$ cat src/rtl/tlb_unit.sv
// tlb_unit: fully associative joint TLB with a TLBP/TLBR/TLBWI sequencer and two lookup ports.
// Latency: accept -> EXEC -> RESP pulse two edges after accept, ready again one cycle later; lookups are combinational.
// Backpressure: cmd_ready is low while a command is in flight; the requester holds cmd_valid until accepted.
module tlb_unit #(
  parameter int TLBNUM = 16,
  parameter int IDXW   = 4
) (
  input  logic             clk,
  input  logic             reset,

  input  logic             cmd_valid,
  input  logic [1:0]       cmd_op,
  output logic             cmd_ready,
  output logic             cmd_done,

  input  logic [31:0]      c0_entryhi,
  input  logic [31:0]      c0_entrylo0,
  input  logic [31:0]      c0_entrylo1,
  input  logic [31:0]      c0_index,

  output logic             tlbp,
  output logic             tlbp_found,
  output logic [IDXW-1:0]  tlbp_index,

  output logic             tlbr,
  output logic [18:0]      r_vpn2,
  output logic [7:0]       r_asid,
  output logic             r_g,
  output logic [19:0]      r_pfn0,
  output logic [2:0]       r_c0,
  output logic             r_d0,
  output logic             r_v0,
  output logic [19:0]      r_pfn1,
  output logic [2:0]       r_c1,
  output logic             r_d1,
  output logic             r_v1,

  input  logic [31:0]      s0_vaddr,
  output logic [31:0]      s0_paddr,
  output logic             s0_miss,
  output logic             s0_invalid,
  output logic             s0_dirty,

  input  logic [31:0]      s1_vaddr,
  output logic [31:0]      s1_paddr,
  output logic             s1_miss,
  output logic             s1_invalid,
  output logic             s1_dirty
);

  typedef enum logic [1:0] {
    S_IDLE = 2'd0,
    S_EXEC = 2'd1,
    S_RESP = 2'd2
  } state_t;

  localparam logic [1:0] OP_TLBP  = 2'b01;
  localparam logic [1:0] OP_TLBR  = 2'b10;
  localparam logic [1:0] OP_TLBWI = 2'b11;

  // ---------------------------------------------------------------------------
  // Entry storage
  // ---------------------------------------------------------------------------
  logic [18:0] e_vpn2 [TLBNUM];
  logic [7:0]  e_asid [TLBNUM];
  logic        e_g    [TLBNUM];
  logic [19:0] e_pfn0 [TLBNUM];
  logic [2:0]  e_c0   [TLBNUM];
  logic        e_d0   [TLBNUM];
  logic        e_v0   [TLBNUM];
  logic [19:0] e_pfn1 [TLBNUM];
  logic [2:0]  e_c1   [TLBNUM];
  logic        e_d1   [TLBNUM];
  logic        e_v1   [TLBNUM];

  // ---------------------------------------------------------------------------
  // Sequencer state and command snapshot
  // ---------------------------------------------------------------------------
  state_t          state, state_d;
  logic            accept;
  logic [1:0]      op_q;

  logic [18:0]     sn_vpn2;
  logic [7:0]      sn_asid;
  logic            sn_g;
  logic [19:0]     sn_pfn0;
  logic [2:0]      sn_c0;
  logic            sn_d0;
  logic            sn_v0;
  logic [19:0]     sn_pfn1;
  logic [2:0]      sn_c1;
  logic            sn_d1;
  logic            sn_v1;
  logic [IDXW-1:0] sn_idx;

  // CP0 bits that carry no TLB meaning; kept out of the snapshot.
  logic unused_cp0_bits;
  assign unused_cp0_bits = ^{c0_entryhi[12:8], c0_entrylo0[31:26], c0_entrylo1[31:26],
                             c0_index[31:IDXW]};

  // Next-state and command-handshake / pulse outputs.
  always_comb begin
    state_d   = state;
    accept    = 1'b0;
    cmd_ready = 1'b0;
    cmd_done  = 1'b0;
    tlbp      = 1'b0;
    tlbr      = 1'b0;
    case (state)
      S_IDLE: begin
        cmd_ready = 1'b1;
        // op 00 is not a command; leave it sitting on the bus unaccepted
        if (cmd_valid && (cmd_op != 2'b00)) begin
          accept  = 1'b1;
          state_d = S_EXEC;
        end
      end
      S_EXEC: begin
        state_d = S_RESP;
      end
      S_RESP: begin
        cmd_done = 1'b1;
        tlbp     = (op_q == OP_TLBP);
        tlbr     = (op_q == OP_TLBR);
        state_d  = S_IDLE;
      end
      default: begin
        state_d = S_IDLE;
      end
    endcase
  end

  // Sequencer state register.
  always_ff @(posedge clk) begin
    if (reset) state <= S_IDLE;
    else       state <= state_d;
  end

  // Snapshot op and CP0 fields at acceptance so later CP0 writes cannot leak in.
  always_ff @(posedge clk) begin
    if (reset) begin
      op_q    <= 2'b00;
      sn_vpn2 <= '0;
      sn_asid <= '0;
      sn_g    <= 1'b0;
      sn_pfn0 <= '0;
      sn_c0   <= '0;
      sn_d0   <= 1'b0;
      sn_v0   <= 1'b0;
      sn_pfn1 <= '0;
      sn_c1   <= '0;
      sn_d1   <= 1'b0;
      sn_v1   <= 1'b0;
      sn_idx  <= '0;
    end else if (accept) begin
      op_q    <= cmd_op;
      sn_vpn2 <= c0_entryhi[31:13];
      sn_asid <= c0_entryhi[7:0];
      sn_g    <= c0_entrylo0[0] & c0_entrylo1[0];
      sn_pfn0 <= c0_entrylo0[25:6];
      sn_c0   <= c0_entrylo0[5:3];
      sn_d0   <= c0_entrylo0[2];
      sn_v0   <= c0_entrylo0[1];
      sn_pfn1 <= c0_entrylo1[25:6];
      sn_c1   <= c0_entrylo1[5:3];
      sn_d1   <= c0_entrylo1[2];
      sn_v1   <= c0_entrylo1[1];
      sn_idx  <= c0_index[IDXW-1:0];
    end
  end

  // ---------------------------------------------------------------------------
  // Probe: compare every entry against the snapshot, lowest index wins
  // ---------------------------------------------------------------------------
  logic            probe_hit;
  logic [IDXW-1:0] probe_idx;

  // Priority search from the top down so the lowest matching index is left last.
  always_comb begin
    probe_hit = 1'b0;
    probe_idx = '0;
    for (int i = TLBNUM - 1; i >= 0; i--) begin
      if ((e_vpn2[i] == sn_vpn2) && (e_g[i] || (e_asid[i] == sn_asid))) begin
        probe_hit = 1'b1;
        probe_idx = i[IDXW-1:0];
      end
    end
  end

  // Probe result registers; held until the next TLBP completes.
  always_ff @(posedge clk) begin
    if (reset) begin
      tlbp_found <= 1'b0;
      tlbp_index <= '0;
    end else if ((state == S_EXEC) && (op_q == OP_TLBP)) begin
      tlbp_found <= probe_hit;
      tlbp_index <= probe_idx;
    end
  end

  // Read result registers; held until the next TLBR completes.
  always_ff @(posedge clk) begin
    if (reset) begin
      r_vpn2 <= '0;
      r_asid <= '0;
      r_g    <= 1'b0;
      r_pfn0 <= '0;
      r_c0   <= '0;
      r_d0   <= 1'b0;
      r_v0   <= 1'b0;
      r_pfn1 <= '0;
      r_c1   <= '0;
      r_d1   <= 1'b0;
      r_v1   <= 1'b0;
    end else if ((state == S_EXEC) && (op_q == OP_TLBR)) begin
      r_vpn2 <= e_vpn2[sn_idx];
      r_asid <= e_asid[sn_idx];
      r_g    <= e_g[sn_idx];
      r_pfn0 <= e_pfn0[sn_idx];
      r_c0   <= e_c0[sn_idx];
      r_d0   <= e_d0[sn_idx];
      r_v0   <= e_v0[sn_idx];
      r_pfn1 <= e_pfn1[sn_idx];
      r_c1   <= e_c1[sn_idx];
      r_d1   <= e_d1[sn_idx];
      r_v1   <= e_v1[sn_idx];
    end
  end

  // Entry array: cleared on reset, written by TLBWI on the EXEC->RESP edge.
  always_ff @(posedge clk) begin
    if (reset) begin
      for (int i = 0; i < TLBNUM; i++) begin
        e_vpn2[i] <= '0;
        e_asid[i] <= '0;
        e_g[i]    <= 1'b0;
        e_pfn0[i] <= '0;
        e_c0[i]   <= '0;
        e_d0[i]   <= 1'b0;
        e_v0[i]   <= 1'b0;
        e_pfn1[i] <= '0;
        e_c1[i]   <= '0;
        e_d1[i]   <= 1'b0;
        e_v1[i]   <= 1'b0;
      end
    end else if ((state == S_EXEC) && (op_q == OP_TLBWI)) begin
      e_vpn2[sn_idx] <= sn_vpn2;
      e_asid[sn_idx] <= sn_asid;
      e_g[sn_idx]    <= sn_g;
      e_pfn0[sn_idx] <= sn_pfn0;
      e_c0[sn_idx]   <= sn_c0;
      e_d0[sn_idx]   <= sn_d0;
      e_v0[sn_idx]   <= sn_v0;
      e_pfn1[sn_idx] <= sn_pfn1;
      e_c1[sn_idx]   <= sn_c1;
      e_d1[sn_idx]   <= sn_d1;
      e_v1[sn_idx]   <= sn_v1;
    end
  end

  // ---------------------------------------------------------------------------
  // Lookup ports (0 = fetch, 1 = data); match against the live EntryHi ASID
  // ---------------------------------------------------------------------------
  logic [31:0] lk_vaddr [2];
  assign lk_vaddr[0] = s0_vaddr;
  assign lk_vaddr[1] = s1_vaddr;

  for (genvar p = 0; p < 2; p++) begin : g_port
    logic            hit;
    logic [IDXW-1:0] idx;
    logic [19:0]     pfn;
    logic            pv;
    logic            pd;
    logic [31:0]     paddr;
    logic            miss;
    logic            invalid;
    logic            dirty;

    // Lowest-index match, then pick the even/odd page by va[12].
    always_comb begin
      hit = 1'b0;
      idx = '0;
      for (int i = TLBNUM - 1; i >= 0; i--) begin
        if ((e_vpn2[i] == lk_vaddr[p][31:13]) &&
            (e_g[i] || (e_asid[i] == c0_entryhi[7:0]))) begin
          hit = 1'b1;
          idx = i[IDXW-1:0];
        end
      end
      pfn     = lk_vaddr[p][12] ? e_pfn1[idx] : e_pfn0[idx];
      pv      = lk_vaddr[p][12] ? e_v1[idx]   : e_v0[idx];
      pd      = lk_vaddr[p][12] ? e_d1[idx]   : e_d0[idx];
      miss    = !hit;
      invalid = hit && !pv;
      dirty   = hit && pd;
      paddr   = hit ? {pfn, lk_vaddr[p][11:0]} : 32'd0;
    end
  end

  assign s0_paddr   = g_port[0].paddr;
  assign s0_miss    = g_port[0].miss;
  assign s0_invalid = g_port[0].invalid;
  assign s0_dirty   = g_port[0].dirty;
  assign s1_paddr   = g_port[1].paddr;
  assign s1_miss    = g_port[1].miss;
  assign s1_invalid = g_port[1].invalid;
  assign s1_dirty   = g_port[1].dirty;

endmodule

$ cat config.mk
export PLATFORM = sky130hd
export DESIGN_NAME = tlb_unit
export DESIGN_NICKNAME = d
export VERILOG_FILES = /design/src/rtl/tlb_unit.sv
export SDC_FILE = /design/constraint.sdc
export NUM_CORES = 2
export LEC_CHECK = 0
export CELL_PAD_IN_SITES_DETAIL_PLACEMENT = 1
export CELL_PAD_IN_SITES_GLOBAL_PLACEMENT = 1
export CORE_MARGIN = 2
export CORE_UTILIZATION = 46
export CTS_CLUSTER_DIAMETER = 80
export DETAILED_ROUTE_END_ITERATION = 8
export PLACE_DENSITY_LB_ADDON = 0.05
export SETUP_SLACK_MARGIN = 0.3
export SYNTH_ARGS = -nofsm -noshare
export SYNTH_HDL_FRONTEND = slang
export SYNTH_SLANG_ARGS = --single-unit
$ cat constraint.sdc
create_clock -name clk -period 4.95 [get_ports clk]
set_clock_uncertainty 0.1 [all_clocks]
set_input_delay 0.99 -clock clk [delete_from_list [all_inputs] [get_ports clk]]
set_output_delay 0.99 -clock clk [all_outputs]
set_load 0.005 [all_outputs]
== Word-level counts from Yosys, hierarchy flattened ==
Memories as Yosys holds them, arrays and structs flattened. A register that Yosys moved wholly into a read port is not among the register bits.
Index checks and enable logic that the tools add are counted.
Word-level totals
  word-level logic and storage cells: 369
  memory bits (writable): 1248
  register bits: 91
  memory bits (read-only): 0
  latch bits: 0
  memories kept: 11
  output and inout bits: 157
Cells by class
  equal/unequal tests: 86
  reduce and logical (&&, ||, !) cells: 105
  muxes and demuxes: 150
  div/mod/pow operators: 0
  multipliers: 0
  bitwise logic cells: 1
  shifts and indexed selects: 0
  $lt $le $gt $ge: 0
  $add $sub $neg: 0
Memory list
  e_pfn0: depth 16, bits a word 20, read ports 3, clocked after Yosys merged registers in 1, wr ports 16, line 67  | logic [19:0] e_pfn0 [TLBNUM];
  e_pfn1: depth 16, bits a word 20, read ports 3, clocked after Yosys merged registers in 1, wr ports 16, line 71  | logic [19:0] e_pfn1 [TLBNUM];
  e_vpn2: depth 16, bits a word 19, read ports 17, clocked after Yosys merged registers in 1, wr ports 16, line 64  | logic [18:0] e_vpn2 [TLBNUM];
  e_asid: depth 16, bits a word 8, read ports 17, clocked after Yosys merged registers in 1, wr ports 16, line 65  | logic [7:0] e_asid [TLBNUM];
  e_c0: depth 16, bits a word 3, read ports 1, clocked after Yosys merged registers in 1, wr ports 16, line 68  | logic [2:0] e_c0 [TLBNUM];
  e_c1: depth 16, bits a word 3, read ports 1, clocked after Yosys merged registers in 1, wr ports 16, line 72  | logic [2:0] e_c1 [TLBNUM];
  +5 memories
Operator list (count)
  equality test 19 bit: 48
  equality test 8 bit: 32
  2-to-1 mux 4 bit: 59
  2-to-1 mux 20 bit: 4
  2-to-1 mux 1 bit: 79
  2-to-1 mux 32 bit: 2
  logical AND 1 bit: 56
  OR reduction 20 bit: 2
  logical OR 1 bit: 32
  2-to-1 mux 19 bit: 1
  OR reduction 19 bit: 1
  2-to-1 mux 8 bit: 1
  OR reduction 8 bit: 1
  equality test 2 bit, second input constant: 3
  2-to-1 mux 3 bit: 2
  OR reduction 3 bit: 2
  OR reduction 1 bit: 5
  equality test 2 x 1 -> 1 bit, second input constant: 2
  zero test 1 bit: 4
  one-hot mux 2 bit (2 select lines): 1
  zero test 2 bit: 1
  2-to-1 mux 2 bit: 1
  inequality test 2 bit, second input constant: 1
  nonzero test 2 bit: 1
  AND 1 bit: 1

== Depth between registers and ports, before layout ==
An unclocked memory read counts as a cell.
  depth in word-level cells: 23
  gate-level depth with buffers: 17
  gate-level depth less buffers: 12

== Least setup slack after synthesis ==
OpenSTA, ideal clock, no wires.
  path type: input -> output
  from: in c0_entryhi[2]
  to: out s1_paddr[18]
  stages on the path: 15
  data arrival time: 3.900 ns
  path slack: -0.040 ns
  data required time: 3.860 ns
  cells stage by stage: buf_4 -> buf_4 -> xor2_1 -> nor4_1 -> a21oi_1 -> or3_1 -> nand4_1 -> a31oi_2 -> nor2_1 -> buf_4 -> buf_6 -> mux4_2 -> mux2i_1 -> o21ai_0 -> a2111o_1
Between the ends
  word-level cells in the longest chain between the ends: 22
RTL lines
  from (decl): line 16  | input logic [31:0] c0_entryhi,
  equality test 8 bit: line 285  | (e_g[i] || (e_asid[i] == c0_entryhi[7:0]))) begin
  logical OR 1 bit: line 285
  logical AND 1 bit: line 284  | if ((e_vpn2[i] == lk_vaddr[p][31:13]) &&
  2-to-1 mux 4 bit (16 in series): line 284
  memory read (16 x 20 bit) (on tied branches)
  2-to-1 mux 20 bit: line 290  | pfn = lk_vaddr[p][12] ? e_pfn1[idx] : e_pfn0[idx];
  2-to-1 mux 32 bit *: line 296  | paddr = hit ? {pfn, lk_vaddr[p][11:0]} : 32'd0;
  to (decl): line 45  | output logic [31:0] s1_paddr,
Mark *: on every way between the ends. The rest lies on a longest branch, timed or not.

== Worst setup path after layout ==
  from: in s1_vaddr[25]
  to: out s1_paddr[29]
Between the ends
  word-level cells in the longest chain between the ends: 21
RTL lines
  from (decl): line 44  | input logic [31:0] s1_vaddr,
  equality test 19 bit: line 284
  logical AND 1 bit: line 284
  2-to-1 mux 4 bit (16 in series): line 284
  memory read (16 x 20 bit) (on tied branches)
  2-to-1 mux 20 bit: line 290
  2-to-1 mux 32 bit *: line 296
Marks and branches as above.

==> results.py <==
metrics = {
    "worst_setup_path": {
        "critPathLaunchType": "primary input",
        "worst_setup_path_end_kind": "output pin",
        "cp_max_fo": 5,
        "arrival_ps": 5510,
        "r2r_slack_ps": 400,
        "crit_type": "primary input to output pin",
        "critPathRequiredTime_ps": 3860,
    },
    "final_layout": {
        "syn_to_final_growth_pct": 35.43,
        "nNetsFinal": 9394,
        "drive_gt1_share_pct": 34.53,
        "final_util_pct": 62.82,
        "final_area_sq_um": 119700,
        "layoutNonFillerInstCount": 11870,
    },
    "synth": {
        "ys.flop_type": "edfxtp_1",
        "synth_edf_count": 1248,
        "syn-cell-area_sq_um": 88410,
        "synth_seq_cells": 1417,
        "syn_inst": 7612,
        "ys_types": 85,
        "synth_fp_nets": 7809,
        "yosysWarnings": 0,
        "yosysSeqAreaShare_pct": 46.22,
        "synthArstFlopShare_pct": 0,
        "avgSynthCellArea_sq_um": 11.61,
    },
    "global_routing": {
        "grt_max_degree": 86,
        "grt_usage_pct": 48.31,
        "grt_pass1_vias": 79960,
        "grt_pass1_wl_mm": 657.8,
        "antenna_found_initial": 54,
        "grt-ovfl-total": 0,
    },
    "floorplan": {
        "die_h_microns": 442.4,
        "die-area_sq_um": 195700,
        "start_util_pct": 46.39,
        "rows": 160,
        "fp.coreArea_sq_um": 190600,
        "dieWidth_microns": 442.4,
        "ioPinCount": 354,
    },
    "sta": {
        "hold_violations": 0,
        "setup_viol": 70,
        "final_max_slew_viol_count": 0,
        "max_freq_mhz": 151.6,
        "rsz0062_at_grt": "true",
        "worstMarginPinSlew_ps": 1210,
        "setup_ws_ps": -1646,
        "relSlewSlack_pct": 19.36,
        "fin_crit_sh_pct": 133.3,
        "worst_hold_slack_ps": 354.4,
        "min_period_ps": 6596,
    },
    "cts": {
        "clk_pin_slew_worst_paths_ps": 50,
        "htree_levels": 4,
        "cts_max_path_buffers": 3,
        "clockRootBuffer": "clkbuf_16",
        "cts_inserted_buffers": 167,
        "insertion_delay_ps": 880,
        "cts_tree": "done",
        "cts.sinks": 1417,
    },
    "drt": {
        "drt-total-wl_mm": 487.9,
        "route.detailed.drc": 0,
        "firstDrtPassIters": 8,
        "drtIter0Drc": 13840,
        "drt-met1-wl_mm": 176.0,
        "route.top_layer_used": "met5",
        "wl_met3_mm": 74.93,
        "via_per_inst": 6.806,
        "wire_per_inst_microns": 41.09,
        "wl_met2_mm": 202.9,
        "antenna_left": 0,
        "num_vias": 80820,
    },
    "place": {
        "gp_congestion": 1.068,
        "placedInstanceArea_sq_um": 105200,
        "port_buffers": 308,
        "post-place-cells": 11120,
        "place_hpwl_mm": 319.9,
    },
    "status": {
        "violations": "negative setup slack",
        "outcome": "finished with violations",
    },
    "worst_hold_path": {
        "hp-class": "flip-flop to flip-flop",
    },
    "flow_run": {
        "drv_cap": 0,
    },
    "power_and_ir_drop": {
        "p_leak_nw": 46.46,
        "p_per_area_nw_per_um2": 265.4,
        "ir_worst_vdd_mv": 0.3789,
    },
}
path summary, 6_finish.rpt:
path,end,from,cells past startpoint
worst max-delay path,s1_paddr[29],s1_vaddr[25],23
worst min-delay path,r_pfn0[1]$_SDFFE_PP0P_,r_pfn0[1]$_SDFFE_PP0P_,2
worst max register to register,tlbp_index[1]$_SDFFE_PP0P_,sn_vpn2[6]$_SDFFE_PP0P_,10
worst min register to register,r_pfn0[1]$_SDFFE_PP0P_,r_pfn0[1]$_SDFFE_PP0P_,2
layout make-up:
type | instances | area [sq um]
antenna | 21 | 52.55
clock buffer | 237 | 4705
clock inverter | 77 | 1005
fill | 18750 | 70850
inverter | 18 | 106.4
multi-input combinational | 5463 | 47650
sequential | 1417 | 40900
tap | 2511 | 3142
timing repair buffer | 2130 | 22170
state kept, by name, summed over array words and instances (netlist names), 19 cells and up:
name,cells
e_c1,48
e_vpn2,304
r_vpn2,19
sn_pfn1,20
sn_pfn0,20
e_c0,48
e_pfn0,320
r_pfn0,20
sn_vpn2,19
e_pfn1,320
r_pfn1,20
e_asid,128
critical path, stage by stage:
cell and delay, ps:
buf_8 100, buf_12 140, buf_12 140, buf_6 110, xnor2_2 150, nand4_1 200
nor4_4 380, and3_4 260, o211ai_1 180, buf_4 200, a221oi_4 230, buf_6 170
buf_6 120, o21ai_4 60, buf_12 160, buf_16 150, buf_8 120, buf_12 120
mux2i_2 150, a221oi_2 340, a31oi_4 120, o211ai_1 650, buf_2 240
per-stage QoR:
step                      power [mW]  setup TNS (ps)  setup slack (ps)
final                          31.77          -80770             -1646
after global routing           32.21          -82590             -1565
after CTS                      31.36          -71920             -1355
after detailed placement       18.13         -164600             -2929
after global placement         18.07         -165770             -2903
after floorplan                15.96               0             66.14
report_power, final:
part	switching, mW	internal, mW	leakage, nW	total [mW]
Sequential	0.651	13.4	14.3	14.0
Clock	5.66	7.62	2.78	13.3
Combinational	2.57	1.91	29.4	4.48
metal layers:
metal,global-route usage (%),vias up
li1,-,30770
met4,26.80,38
met1,63.14,41090
met2,69.04,7155
met5,0.2930,-
met3,17.98,1774
synthesized netlist by cell type (all sizes together) (36+ instances only):
cell type | n | area share, %
dfxtp | 169 | 3.8
nor3 | 49 | 0.28
and2 | 1307 | 9.3
clkbuf | 441 | 1.9
nand3 | 85 | 0.48
nor4 | 195 | 1.4
nor2 | 124 | 0.54
xor2 | 769 | 7.6
xnor2 | 399 | 4.0
nand4 | 131 | 0.93
buf | 273 | 1.9
a31oi | 88 | 0.63
mux2 | 44 | 0.59
a21oi | 294 | 1.7
mux2i | 411 | 4.7
o211ai | 36 | 0.31
edfxtp | 1248 | 42
nand2 | 694 | 2.9
o21ai | 63 | 0.38
a221oi | 46 | 0.48
mux4 | 440 | 11
a211oi | 49 | 0.42
cells in the final DEF (no fill, tap or decap), types with 131 or more instances in the layout:
| cell | synthesis | routed |
|---|---|---|
| buf_6 | 33 | 175 |
| mux2i_1 | 411 | 368 |
| clkbuf_16 | 0 | 173 |
| nand2_1 | 693 | 663 |
| clkdlybuf4s50_1 | 0 | 191 |
| nor4_1 | 192 | 140 |
| xnor2_1 | 399 | 339 |
| nand4_1 | 131 | 131 |
| and2_1 | 1305 | 1282 |
| buf_4 | 66 | 1293 |
| a21oi_1 | 293 | 259 |
| edfxtp_1 | 1248 | 1248 |
| xor2_1 | 769 | 742 |
| buf_12 | 0 | 294 |
| mux4_2 | 440 | 440 |
| dfxtp_1 | 169 | 146 |
repair_timing:
action / CTS / global route
buffers inserted: 277 / 102
gates cloned: 36 / 4
setup endpoints to repair: 70 / 70
pin swaps: 259 / 173
hold buffers: 0 / 0
resized for setup: 1019 / 321
cells by family after synthesis:
kind of cell	count (synthesis)	share of synthesized area, %
AOI/OAI and AO/OA	735	5.502
buffers and inverters	732	3.842
muxes	895	16.45
and+or+nand+nor	2665	16.42
xor gates and xnor gates	1168	11.57
DFF	1417	46.22
Note: power is estimated with default switching activity, not from simulation.
